==> src/rtl/rat_io_pkg.sv <==
// rtl/rat_io_pkg.sv - RAT MCU I/O port map, UART TX state type and status bit indices
package rat_io_pkg;

  localparam logic [7:0] PORT_SWITCHES    = 8'h20;
  localparam logic [7:0] PORT_LEDS        = 8'h40;
  localparam logic [7:0] PORT_KEYPAD      = 8'h80;
  localparam logic [7:0] PORT_SSEG        = 8'h81;
  localparam logic [7:0] PORT_SPEAKER     = 8'h82;
  localparam logic [7:0] PORT_UART_DATA   = 8'h83;
  localparam logic [7:0] PORT_UART_STATUS = 8'h84;

  typedef enum logic [1:0] {
    IDLE  = 2'd0,
    START = 2'd1,
    DATA  = 2'd2,
    STOP  = 2'd3
  } uart_tx_state_t;

  localparam int STATUS_EMPTY_BIT    = 0;
  localparam int STATUS_FULL_BIT     = 1;
  localparam int STATUS_BUSY_BIT     = 2;
  localparam int STATUS_OVERFLOW_BIT = 3;

endpackage

==> src/rtl/rat_uart_tx_if.sv <==
// rtl/rat_uart_tx_if.sv - RAT MCU port bus as seen by one I/O peripheral
interface rat_uart_tx_if;
  logic [7:0] port_id;
  logic [7:0] out_port;
  logic       io_strb;
  logic [7:0] status;

  modport master (output port_id, output out_port, output io_strb, input status);
  modport slave  (input port_id, input out_port, input io_strb, output status);
endinterface

==> src/rtl/rat_uart_tx_fifo.sv <==
// rtl/rat_uart_tx_fifo.sv - generic synchronous FIFO with show-ahead read data
module sync_fifo #(
  parameter int WIDTH = 8,
  parameter int DEPTH = 4
) (
  input  logic             clk,
  input  logic             reset_n,
  input  logic             push,
  input  logic             pop,
  input  logic [WIDTH-1:0] din,
  output logic [WIDTH-1:0] dout,
  output logic             full,
  output logic             empty
);
  localparam int AW = $clog2(DEPTH);

  logic [WIDTH-1:0] mem_q [DEPTH];
  logic [AW:0]      wr_ptr_q, rd_ptr_q;
  logic             do_push, do_pop;

  assign do_push = push && !full;
  assign do_pop  = pop && !empty;

  // Extra pointer MSB distinguishes full from empty when the indices match.
  assign empty = (wr_ptr_q == rd_ptr_q);
  assign full  = (wr_ptr_q[AW] != rd_ptr_q[AW]) && (wr_ptr_q[AW-1:0] == rd_ptr_q[AW-1:0]);
  assign dout  = mem_q[rd_ptr_q[AW-1:0]];

  always_ff @(posedge clk) begin
    if (do_push) mem_q[wr_ptr_q[AW-1:0]] <= din;
  end

  always_ff @(posedge clk) begin
    if (!reset_n) begin
      wr_ptr_q <= '0;
      rd_ptr_q <= '0;
    end else begin
      if (do_push) wr_ptr_q <= wr_ptr_q + 1'b1;
      if (do_pop)  rd_ptr_q <= rd_ptr_q + 1'b1;
    end
  end
endmodule

==> src/rtl/rat_uart_tx.sv <==
// rtl/rat_uart_tx.sv - port-mapped 8N1 UART transmitter with queued writes and status byte
module rat_uart_tx
  import rat_io_pkg::*;
#(
  parameter int          CLK_FREQ       = 100_000_000,
  parameter int          BAUD           = 115200,
  parameter int          FIFO_DEPTH     = 4,
  parameter logic [7:0]  DATA_PORT_ID   = PORT_UART_DATA,
  parameter logic [7:0]  STATUS_PORT_ID = PORT_UART_STATUS
) (
  input  logic           clk,
  input  logic           reset_n,
  rat_uart_tx_if.slave   bus,
  output logic           tx,
  output logic           busy
);
  localparam int             DIV       = CLK_FREQ / BAUD;
  localparam int             CW        = $clog2(DIV);
  localparam logic [CW-1:0]  BAUD_LAST = CW'(DIV - 1);

  uart_tx_state_t state_q;
  logic [CW-1:0]  baud_q;
  logic [2:0]     bit_q;
  logic [7:0]     shift_q;
  logic           tx_q;
  logic           wr_q, st_q, ovf_q, ovf_d;
  logic           wr, st_wr, wr_edge, clr_edge, baud_wrap;
  logic           fifo_full, fifo_empty, push, pop;
  logic [7:0]     fifo_dout;
  logic [7:0]     status_w;

  // The MCU strobe spans several clk cycles; only its first cycle counts.
  assign wr       = bus.io_strb && (bus.port_id == DATA_PORT_ID);
  assign st_wr    = bus.io_strb && (bus.port_id == STATUS_PORT_ID);
  assign wr_edge  = wr && !wr_q;
  assign clr_edge = st_wr && !st_q;

  assign push      = wr_edge && !fifo_full;
  assign baud_wrap = (baud_q == BAUD_LAST);
  assign pop       = !fifo_empty && ((state_q == IDLE) || (state_q == STOP && baud_wrap));

  always_comb begin
    ovf_d = ovf_q;
    if (clr_edge)              ovf_d = 1'b0;
    if (wr_edge && fifo_full)  ovf_d = 1'b1;
  end

  sync_fifo #(.WIDTH(8), .DEPTH(FIFO_DEPTH)) u_fifo (
    .clk     (clk),
    .reset_n (reset_n),
    .push    (push),
    .pop     (pop),
    .din     (bus.out_port),
    .dout    (fifo_dout),
    .full    (fifo_full),
    .empty   (fifo_empty)
  );

  always_ff @(posedge clk) begin
    if (!reset_n) begin
      wr_q  <= 1'b0;
      st_q  <= 1'b0;
      ovf_q <= 1'b0;
    end else begin
      wr_q  <= wr;
      st_q  <= st_wr;
      ovf_q <= ovf_d;
    end
  end

  always_ff @(posedge clk) begin
    if (!reset_n) begin
      state_q <= IDLE;
      baud_q  <= '0;
      bit_q   <= '0;
      shift_q <= '0;
      tx_q    <= 1'b1;
    end else begin
      case (state_q)
        IDLE: begin
          tx_q <= 1'b1;
          if (pop) begin
            shift_q <= fifo_dout;
            state_q <= START;
            baud_q  <= '0;
            bit_q   <= '0;
            tx_q    <= 1'b0;
          end
        end
        START: begin
          if (baud_wrap) begin
            baud_q  <= '0;
            state_q <= DATA;
            tx_q    <= shift_q[0];
          end else begin
            baud_q <= baud_q + 1'b1;
          end
        end
        DATA: begin
          if (baud_wrap) begin
            baud_q <= '0;
            if (bit_q == 3'd7) begin
              state_q <= STOP;
              tx_q    <= 1'b1;
            end else begin
              bit_q   <= bit_q + 1'b1;
              shift_q <= shift_q >> 1;
              tx_q    <= shift_q[1];
            end
          end else begin
            baud_q <= baud_q + 1'b1;
          end
        end
        STOP: begin
          if (baud_wrap) begin
            baud_q <= '0;
            // A queued byte starts its frame with no idle gap.
            if (pop) begin
              shift_q <= fifo_dout;
              state_q <= START;
              bit_q   <= '0;
              tx_q    <= 1'b0;
            end else begin
              state_q <= IDLE;
              tx_q    <= 1'b1;
            end
          end else begin
            baud_q <= baud_q + 1'b1;
          end
        end
        default: begin
          state_q <= IDLE;
          tx_q    <= 1'b1;
        end
      endcase
    end
  end

  assign tx   = tx_q;
  assign busy = (state_q != IDLE);

  always_comb begin
    status_w                      = '0;
    status_w[STATUS_EMPTY_BIT]    = fifo_empty;
    status_w[STATUS_FULL_BIT]     = fifo_full;
    status_w[STATUS_BUSY_BIT]     = busy;
    status_w[STATUS_OVERFLOW_BIT] = ovf_q;
  end

  assign bus.status = status_w;
endmodule

==> src/flat_wrapper.sv <==
// flat-port wrapper written by rule: the top's interface ports become plain ports
module rat_uart_tx_flat import rat_io_pkg::*;
#(
  parameter int          CLK_FREQ       = 100_000_000,
  parameter int          BAUD           = 115200,
  parameter int          FIFO_DEPTH     = 4,
  parameter logic [7:0]  DATA_PORT_ID   = PORT_UART_DATA,
  parameter logic [7:0]  STATUS_PORT_ID = PORT_UART_STATUS
)
  (clk, reset_n, tx, busy, bus_port_id, bus_out_port, bus_io_strb, bus_status);
  rat_uart_tx_if bus_i ();
  input  logic clk;
  input  logic reset_n;
  output logic tx;
  output logic busy;
  input wire logic [$bits(bus_i.port_id)-1:0] bus_port_id;
  input wire logic [$bits(bus_i.out_port)-1:0] bus_out_port;
  input wire logic [$bits(bus_i.io_strb)-1:0] bus_io_strb;
  output wire logic [$bits(bus_i.status)-1:0] bus_status;
  assign bus_i.port_id = bus_port_id;
  assign bus_i.out_port = bus_out_port;
  assign bus_i.io_strb = bus_io_strb;
  assign bus_status = bus_i.status;
  rat_uart_tx #(.CLK_FREQ(CLK_FREQ), .BAUD(BAUD), .FIFO_DEPTH(FIFO_DEPTH), .DATA_PORT_ID(DATA_PORT_ID), .STATUS_PORT_ID(STATUS_PORT_ID)) u_core (.clk(clk), .reset_n(reset_n), .bus(bus_i), .tx(tx), .busy(busy));
endmodule
==> config.mk <==
export PLATFORM = sky130hd
export DESIGN_NAME = rat_uart_tx_flat
export DESIGN_NICKNAME = d
export VERILOG_FILES = /design/src/rtl/rat_io_pkg.sv /design/src/rtl/rat_uart_tx_if.sv /design/src/rtl/rat_uart_tx_fifo.sv /design/src/rtl/rat_uart_tx.sv /design/src/flat_wrapper.sv
export SDC_FILE = /design/constraint.sdc
export NUM_CORES = 1
export LEC_CHECK = 0
export ABC_AREA = 1
export ABC_CLOCK_PERIOD_IN_PS = 3850
export CAP_MARGIN = 20
export CELL_PAD_IN_SITES_DETAIL_PLACEMENT = 1
export CELL_PAD_IN_SITES_GLOBAL_PLACEMENT = 1
export CORE_ASPECT_RATIO = 0.7
export CORE_MARGIN = 3
export CORE_UTILIZATION = 25
export DETAILED_ROUTE_END_ITERATION = 8
export PLACE_DENSITY = 0.47
export SETUP_SLACK_MARGIN = 0.05
export SYNTH_ARGS = -nofsm -noshare
export SYNTH_HDL_FRONTEND = slang
export SYNTH_SLANG_ARGS = --single-unit
export TNS_END_PERCENT = 20
==> constraint.sdc <==
create_clock -name clk -period 3.85 [get_ports clk]
set_clock_uncertainty 0.15 [all_clocks]
set_input_delay 1.155 -clock clk [delete_from_list [all_inputs] [get_ports clk]]
set_output_delay 1.155 -clock clk [all_outputs]
set_load 0.01 [all_outputs]
==> results of run 1 <==
cell type report:
type,instances,area [um^2]
clock buffers,9,225
repair buffers,27,263
inverters,41,154
multi-input cells,264,1390
flip-flops and latches,67,1660
well taps,162,203
fillers,1481,8750
clock inverters,7,76.3
worst max path at each step:
| stage | endpoint | slack, ns | depth (start not counted) | from |
|---|---|---|---|---|
| floorplan | u_core.u_fifo.mem_q[0][0] | 1.10 | 7 | bus_port_id[6] |
| global placement | u_core.u_fifo.mem_q[2][6] | 0.44 | 7 | bus_port_id[7] |
| detailed placement | u_core.u_fifo.mem_q[2][4] | 0.35 | 7 | bus_port_id[7] |
| CTS | bus_status[1] | 0.59 | 6 | u_core.u_fifo.wr_ptr_q[1] |
| global route | bus_status[1] | 0.47 | 6 | u_core.u_fifo.wr_ptr_q[1] |
| finish | busy | 0.62 | 4 | u_core.state_q[0] |
stage by stage:
step	hold slack [ns]	instance area [um^2]	instances	worst slack, ns	util [%]
floorplan	0.300	3330	389	1.10	-
global placement	0.315	3670	561	0.441	28.8
detailed placement	0.329	3670	561	0.349	28.8
CTS	0.345	3970	577	0.589	31.2
global route	0.352	3970	577	0.473	31.2
finish	0.338	3970	577	0.622	31.2
synth_stat cells, types with 2 or more instances:
library cell	number	area (um^2)
a21oi_1	26	130
and3_1	2	12.5
buf_2	3	15.0
buf_4	11	82.6
buf_8	2	30.0
dfxtp_1	35	701
edfxtp_1	32	961
ha_1	14	175
inv_1	37	139
inv_2	4	15.0
mux2i_1	6	60.1
nand2_1	71	267
nand2_4	2	22.5
nand3_1	23	115
nand3_4	2	35.0
nand4_1	2	12.5
nor2_1	64	240
nor2_2	4	25.0
nor3_1	2	10.0
o21ai_0	30	150
or2_2	2	12.5
layer usage:
metal | wire length, um | part of all wire (%) | vias to the layer above
li1 | - | - | 1300
met1 | 4980 | 58 | 1143
met2 | 3240 | 38 | 34
met3 | 222 | 2.6 | 5
met4 | 91 | 1.1 | 0
met5 | 0 | 0 | -
cell families (layout without fill, tap and decap cells):
| kind of cell | Yosys count | after routing | synth area share (%) |
|---|---|---|---|
| buffers and inverters | 58 | 84 | 8.59 |
| DFF | 67 | 67 | 50.0 |
| other | 1 | 4 | 0.113 |
| AOI/OAI and AO/OA | 61 | 61 | 9.83 |
| and+or+nand+nor | 178 | 178 | 23.9 |
| muxes | 6 | 6 | 1.81 |
| adders and majority gates | 14 | 14 | 5.27 |
| xor gates and xnor gates | 1 | 1 | 0.490 |
sequential cells by signal (all words and copies together) (netlist names), named ones only:
signal / flops
u_core.u_fifo.mem_q: 32
u_core.baud_q: 10
u_core.shift_q: 8
u_core.bit_q: 3
u_core.u_fifo.rd_ptr_q: 3
u_core.u_fifo.wr_ptr_q: 3
u_core.state_q: 2
u_core.ovf_q: 1
u_core.st_q: 1
u_core.tx: 1
u_core.wr_q: 1
power breakdown:
group | total [mW] | internal (mW) | leakage [nW] | switching [mW]
Sequential | 0.868 | 0.809 | 0.572 | 0.0591
Combinational | 0.752 | 0.272 | 0.846 | 0.480
Clock | 0.840 | 0.462 | 0.150 | 0.377
worst max-delay path, delay by kind of cell, from the launching register on:
family / cells / cell delay, ns
buffers and inverters: 3 / 0.88
adders and majority gates: 1 / 0.25
DFF: 1 / 0.45
==> results.yml, run 1 <==
status:
  status: "complete, no violations"
critical_path:
  worstSetupPathType: "reg2out"
  reg2reg_from: "u_core.state_q[0]"
  critPathCaptureType: "output pin"
  worstPathArrival_ns: 1.92
  number_of_cells_on_the_worst_reg_to_reg_path: 9
  critPathRequiredTime_ns: 2.54
  cp_slowest_stage_delay_ns: 0.58
  cp_max_fo: 6
  regToRegEndpoint: "u_core.bit_q[0]"
  cp_slowest_cell: "clkdlybuf4s50_1"
  ff2ff_setup_slack_ns: 1.43
  timing.critical_path.cells: "inv_1 -> ha_1 -> inv_1 -> clkdlybuf4s50_1"
  setup.worst_path.start_class: "register"
  crit_path_frequent_cell: "inv_1"
sta:
  timing.final.crit_share_pct: 83.8
  unrepaired_setup_endpoints_after_global_routing: "false"
  timing.final.hold_violations: 0
  final-setup-viol-count: 0
  slew_headroom_pct: 57.7
  final_max_slew_viol_count: 0
  setup-tns-final_ns: 0
  finalCriticalPeriod_ns: 3.23
  tightest_slew_ns: 0.633
  max_clock_freq_ghz: 0.310
cts:
  path_clk_slew_ns: 0.07
  cts-resized-gates: 0
  cts_tree: "built"
  clock_insertion_delay_worst_skew_ns: 0.34
  post-cts-setup-buffers: 0
  cts_hold_buffers: 0
  root_buffer: "clkbuf_16"
  cts-root-to-sink-buffers: 2
  cts_made_buffers: 9
  ctsHtreeMaxLevel: 3
  number_of_sinks_handled_by_clock_tree_synthesis: 67
synth:
  synth.yosys.seq_area_share_pct: 50.0
  post_synth_inst_count: 386
  ff_latch_count_synth: 67
  yosysWarnings: 0
  synth-edff-count: 32
  synth_ff_type: "dfxtp_1"
  synth_area_mm2: 0.00332
  synth_async_sr_flop_share_pct: 0
  average_cell_area_after_synthesis_um2: 8.61
  synth.distinct_cells: 33
power_and_ir_drop:
  ir_drop_mv: 0.201
  cellLeakagePower_nw: 1.57
  power_mw: 2.46
  p_per_area_mw_per_mm2: 620
floorplanning:
  dieWidth_um: 144
  rows: 34
  core-area_mm2: 0.0127
  floorplan.io_pins: 29
  initial_utilization_pct: 26.1
  dieHeight_um: 102
  dieArea_mm2: 0.0147
grt:
  met2_usage_pct: 16.4
  grt-busiest-layer: "met1"
  grt_overflow_total: 0
  grt_max_degree: 19
  grt_util_met3_pct: 3.27
  grt_use_met1_pct: 19.2
  wire_length_of_the_first_global_routing_pass_um: 13700
  via_count_of_the_first_global_routing_pass: 2434
  grt_usage_pct: 12.5
  antenna_violations_before_repair: 0
drt:
  drt_pass1_iterations: 6
  route.final.wire_length_um: 8540
  drt-wirelength-per-cell_um: 14.8
  drc_markers: 0
  final_antenna_net_count: 0
  routed-via-count: 2482
  route.detailed.vias_per_inst: 4.30
  drtIter0Drc: 107
min_path:
  min_delay_worst_endpoint: "u_core.ovf_q"
  min_path_type: "reg2reg"
  hp-start: "u_core.ovf_q"
  hold_path_depth: 2
place:
  gp_congestion: 0.729
  placement.io_buffers: 24
  place_hpwl_um: 6230
layout:
  layout_commonest_cell: "nand2_1"
  layout-drive-gt1-share_pct: 9.16
  layout.cells.most_common_list: "71 x nand2_1, 64 x nor2_1, 37 x inv_1"
  layout-area-overhead-vs-synth_pct: 19.5
  fin_nets: 443
  antennaDiodeCount: 0
job:
  max_cap_violations: 0
Note: power is estimated with default switching activity, not from simulation.
==> inputs of run 2 (changes only) <==
--- a/config.mk
+++ b/config.mk
@@ -6,7 +6,7 @@
 export NUM_CORES = 1
 export LEC_CHECK = 0
 export ABC_AREA = 1
-export ABC_CLOCK_PERIOD_IN_PS = 3850
+export ABC_CLOCK_PERIOD_IN_PS = 2900
 export CAP_MARGIN = 20
 export CELL_PAD_IN_SITES_DETAIL_PLACEMENT = 1
 export CELL_PAD_IN_SITES_GLOBAL_PLACEMENT = 1
@@ -14,7 +14,7 @@
 export CORE_MARGIN = 3
 export CORE_UTILIZATION = 25
 export DETAILED_ROUTE_END_ITERATION = 8
-export PLACE_DENSITY = 0.47
+export PLACE_DENSITY = 0.49
 export SETUP_SLACK_MARGIN = 0.05
 export SYNTH_ARGS = -nofsm -noshare
 export SYNTH_HDL_FRONTEND = slang
==> constraint.sdc (replaced) <==
create_clock -name clk -period 2.9 [get_ports clk]
set_clock_uncertainty 0.15 [all_clocks]
set_input_delay 0.87 -clock clk [delete_from_list [all_inputs] [get_ports clk]]
set_output_delay 0.87 -clock clk [all_outputs]
set_load 0.01 [all_outputs]
==> results.yml, run 2 (same netlist as run 1, synthesis figures left out) <==
critical_path:
  number_of_cells_on_the_worst_reg_to_reg_path: 8
  regToRegEndpoint: "u_core.bit_q[1]"
  worstPathBufferInverterCount: 3
  cp_max_fo: 6
  critPathCaptureType: "output pin"
  critical-path-top-delay-family: "buffers and inverters"
  reg2reg_from: "u_core.state_q[0]"
  setup.worst_path.start_class: "register"
  critPathRequiredTime_ns: 1.88
  cp_slowest_cell: "clkdlybuf4s50_1"
  ff2ff_setup_slack_ns: 0.91
  timing.critical_path.cells: "inv_1 -> ha_1 -> inv_2 -> clkdlybuf4s50_1"
  cp_slowest_stage_delay_ns: 0.55
  worstSetupPathType: "reg2out"
  worstPathArrival_ns: 1.73
floorplanning:
  dieHeight_um: 102
  dieArea_mm2: 0.0147
  dieWidth_um: 144
  rows: 34
  floorplan.io_pins: 29
  core-area_mm2: 0.0127
  initial_utilization_pct: 26.1
min_path:
  min_path_type: "reg2reg"
  hold_path_depth: 2
  hp-start: "u_core.ovf_q"
  min_delay_worst_endpoint: "u_core.ovf_q"
sta:
  timing.final.crit_share_pct: 94.8
  unrepaired_setup_endpoints_after_global_routing: "true"
  slew_headroom_pct: 59.2
  setup-tns-final_ns: 0
  max_clock_freq_ghz: 0.364
  tightest_slew_ns: 0.611
  finalCriticalPeriod_ns: 2.75
  final_max_slew_viol_count: 0
  final-setup-viol-count: 0
  timing.final.hold_violations: 0
grt:
  grt_overflow_total: 0
  wire_length_of_the_first_global_routing_pass_um: 14100
  via_count_of_the_first_global_routing_pass: 2568
  grt_usage_pct: 12.7
  grt_max_degree: 19
  antenna_violations_before_repair: 0
drt:
  routed-via-count: 2552
  drt_pass1_iterations: 4
  route.detailed.vias_per_inst: 4.38
  drtIter0Drc: 150
  route.final.wire_length_um: 8520
  drt-wirelength-per-cell_um: 14.6
  final_antenna_net_count: 0
  drc_markers: 0
cts:
  ctsHtreeMaxLevel: 3
  cts_made_buffers: 9
  clock_insertion_delay_worst_skew_ns: 0.34
  cts_tree: "built"
  cts-root-to-sink-buffers: 2
  path_clk_slew_ns: 0.07
  number_of_sinks_handled_by_clock_tree_synthesis: 67
  cts_hold_buffers: 0
  root_buffer: "clkbuf_16"
layout:
  fin_cells: 582
  layout-drive-gt1-share_pct: 12.1
  filler_cell_count: 1480
  layout.cells.most_common_list: "71 x nand2_1, 63 x nor2_1, 34 x inv_1"
  max_reg_flops: 32
  layout_commonest_cell: "nand2_1"
  final-seq-area_mm2: 0.00167
  fin_nets: 448
  layout-area-overhead-vs-synth_pct: 21.4
  antennaDiodeCount: 0
  multiInputGateArea_mm2: 0.00139
power_and_ir_drop:
  cellLeakagePower_nw: 1.62
  ir_drop_mv: 0.330
  p_per_area_mw_per_mm2: 809
place:
  placed_cells: 566
  gp_congestion: 0.715
  placement.io_buffers: 24
  place_hpwl_um: 6380
job:
  max_cap_violations: 0
status:
  status: "complete, no violations"
-- run 2: changes by cell type in the layout (fill, tap and decap cells not counted), moves of 2 or more --
cell / delta
dfxtp_1: -3
inv_2: +3
inv_1: -3
dfxtp_2: +3
buf_4: +4
clkdlybuf4s50_1: -2
-- run 2: timing repair --
| action | 4_1_cts | 5_1_grt |
|---|---|---|
| setup endpoints to repair | 4 | 3 |
| gates resized for setup | 4 | 6 |
| buffers inserted | 0 | 0 |
| hold endpoints to repair | 0 | 0 |
-- run 2: layer usage --
metal | share of wire (%) | routed length, um | track usage [%] | vias to the layer above
li1 | - | - | - | 1309
met1 | 57 | 4860 | 19.5 | 1200
met2 | 38 | 3220 | 16.6 | 32
met3 | 3.5 | 302 | 3.60 | 11
met4 | 1.6 | 136 | 4.34 | 0
met5 | 0 | 0 | 0 | -
-- run 2: layout make-up --
type	instances	area share, %
clock buffers	9	5.59
clock inverters	7	1.89
inverters	41	3.82
multi-input cells	264	34.6
flip-flops and latches	67	41.3
well taps	162	5.03
repair buffers	32	7.79
-- run 2: how the worst max path moves through the flow --
stage / start / endpoint / cells after the start
floorplan: bus_port_id[6] / u_core.u_fifo.mem_q[0][0] / 7
global placement: bus_port_id[7] / u_core.u_fifo.mem_q[1][6] / 8
detailed placement: bus_port_id[7] / u_core.u_fifo.mem_q[2][3] / 8
CTS: u_core.u_fifo.wr_ptr_q[1] / bus_status[0] / 6
global route: u_core.state_q[0] / busy / 4
finish: u_core.state_q[0] / busy / 4
-- run 2: power breakdown --
part	leakage (nW)	internal, mW	switching [mW]
clock	0.150	0.613	0.489
sequential	0.573	1.08	0.0787
combinational	0.901	0.369	0.634
total	1.62	2.06	1.20
-- run 2: per-stage QoR --
step | setup slack [ns] | total power, mW | area [um^2] | hold WS (ns) | util, %
after global routing | 0.0415 | 3.52 | 4030 | 0.370 | 31.7
after floorplan | 0.435 | 1.94 | 3330 | 0.300 | -
final | 0.151 | 3.26 | 4030 | 0.328 | 31.7
after global placement | 0.209 | 2.16 | 3720 | 0.311 | 29.2
after CTS | 0.0309 | 3.32 | 4020 | 0.339 | 31.6
after detailed placement | 0.148 | 2.19 | 3720 | 0.322 | 29.2
-- run 2: worst min-delay path: cells and delay by family (launching register included) --
family / cells / cell delay (ns)
AO/OA/AOI/OAI: 2 / 0.12
flip-flops: 1 / 0.31
==> inputs of run 3 (changes only) <==
--- a/config.mk
+++ b/config.mk
@@ -12,9 +12,9 @@
 export CELL_PAD_IN_SITES_GLOBAL_PLACEMENT = 1
 export CORE_ASPECT_RATIO = 0.7
 export CORE_MARGIN = 3
-export CORE_UTILIZATION = 25
+export CORE_UTILIZATION = 39
 export DETAILED_ROUTE_END_ITERATION = 8
-export PLACE_DENSITY = 0.49
+export PLACE_DENSITY = 0.72
 export SETUP_SLACK_MARGIN = 0.05
 export SYNTH_ARGS = -nofsm -noshare
 export SYNTH_HDL_FRONTEND = slang
==> results.yml, run 3 (same netlist as run 1, synthesis figures left out) <==
status:
  status: "complete, no violations"
layout:
  max_reg_flops: 32
  layout-area-overhead-vs-synth_pct: 18.3
  layout.cells.most_common_list: "71 x nand2_1, 63 x nor2_1, 35 x inv_1"
  antennaDiodeCount: 0
  layout-drive-gt1-share_pct: 11.6
  post-route-util_pct: 48.7
  fin_cells: 522
  final_cell_area_mm2: 0.00393
  layout_commonest_cell: "nand2_1"
  fin_nets: 449
critical_path:
  setup.worst_path.start_class: "register"
  cp_slowest_cell: "clkdlybuf4s50_1"
  worstPathBufferInverterCount: 3
  timing.critical_path.cells: "inv_1 -> ha_1 -> inv_2 -> clkdlybuf4s50_1"
  worstSetupPathType: "reg2out"
  critPathCaptureType: "output pin"
  cp_slowest_stage_delay_ns: 0.55
  cp_max_fo: 6
  critPathRequiredTime_ns: 1.88
  critical-path-top-delay-family: "buffers and inverters"
  worstPathArrival_ns: 1.75
grt:
  met2_usage_pct: 25.8
  grt-busiest-layer: "met1"
  grt_overflow_total: 0
  via_count_of_the_first_global_routing_pass: 2603
  grt_util_met3_pct: 5.03
  grt_max_degree: 18
  wire_length_of_the_first_global_routing_pass_um: 13200
  antenna_violations_before_repair: 0
  grt_usage_pct: 17.8
  grt_use_met1_pct: 25.9
drt:
  routed-via-count: 2578
  final_antenna_net_count: 0
  route.final.wire_length_um: 7970
  drc_markers: 0
  drt-wirelength-per-cell_um: 15.3
  drtIter0Drc: 225
  route.detailed.vias_per_inst: 4.94
  drt_pass1_iterations: 4
floorplanning:
  dieHeight_um: 83.2
  dieWidth_um: 116
  floorplan.io_pins: 29
  dieArea_mm2: 0.00968
  core-area_mm2: 0.00807
  initial_utilization_pct: 41.1
  rows: 27
sta:
  unrepaired_setup_endpoints_after_global_routing: "true"
  finalCriticalPeriod_ns: 2.77
  timing.final.hold_violations: 0
  final-setup-viol-count: 0
  slew_headroom_pct: 58.8
  timing.final.crit_share_pct: 95.7
  setup-tns-final_ns: 0
  tightest_slew_ns: 0.617
  final_max_slew_viol_count: 0
  max_clock_freq_ghz: 0.360
min_path:
  min_path_type: "reg2reg"
place:
  dpl_cell_area_mm2: 0.00364
  placed_cells: 506
  gp_congestion: 0.768
  place_hpwl_um: 5880
  placement.io_buffers: 24
cts:
  cts_tree: "built"
  cts_hold_buffers: 0
  root_buffer: "clkbuf_16"
  path_clk_slew_ns: 0.06
  cts-root-to-sink-buffers: 2
  number_of_sinks_handled_by_clock_tree_synthesis: 67
  post-cts-setup-buffers: 0
  ctsHtreeMaxLevel: 3
  cts_made_buffers: 9
  cts-resized-gates: 2
  clock_insertion_delay_worst_skew_ns: 0.34
job:
  max_cap_violations: 0
power_and_ir_drop:
  ir_drop_mv: 0.378
  p_per_area_mw_per_mm2: 811
  cellLeakagePower_nw: 1.63
==> run 3: cell types whose count changed in the layout (fill, tap and decap cells not counted), sizes merged <==
cell,before,now
buf,8,9
inv,47,46
dlygate4sd2,1,0
clkinvlp,0,1
dlymetal6s2s,1,2
==> run 3: through the flow <==
stage               setup WS (ns)  hold WS, ns  power [mW]
finish                      0.125        0.326        3.19
global route               0.0427        0.368        3.41
CTS                        0.0503        0.332        3.22
detailed placement          0.194        0.323        2.16
global placement            0.233        0.310        2.13
floorplan                   0.435        0.300        1.94
==> run 3: worst register-to-register path, stage by stage, from the launching register on <==
cell	delay, ns
dfxtp_2	0.39
inv_1	0.10
ha_1	0.24
nor2_1	0.10
inv_1	0.08
or2_2	0.27
nand2_1	0.09
inv_1	0.07
nor2_1	0.16
o21ai_0	0.13
a21oi_1	0.16
==> run 3: cell type report <==
class	instances	area, um^2
Clock buffer	9	225
Clock inverter	7	56.3
Fill cell	944	4140
Inverter	41	154
Multi-Input combinational cell	264	1390
Sequential cell	67	1660
Tap cell	101	126
Timing Repair Buffer	33	313
==> run 3: final timing paths <==
check	start	endpoint	slack, ns	cells after the start
worst max-delay path	u_core.state_q[0]	bus_status[2]	0.13	4
worst min register to register	u_core.ovf_q	u_core.ovf_q	0.33	2
worst min-delay path	u_core.ovf_q	u_core.ovf_q	0.33	2
worst max register to register	u_core.state_q[0]	u_core.state_q[0]	0.89	10
==> run 3: per-layer routing <==
metal | wire length [um] | part of all wire, % | vias to the layer above
li1 | - | - | 1314
met1 | 4020 | 50 | 1209
met2 | 3430 | 43 | 49
met3 | 450 | 5.6 | 6
met4 | 63 | 0.79 | 0
met5 | 0 | 0 | -
==> run 3: where the power goes <==
group	total [mW]	internal [mW]	switching, mW
logic	1.00	0.367	0.636
registers	1.15	1.08	0.0776
clock network	1.03	0.591	0.442
total	3.19	2.03	1.15
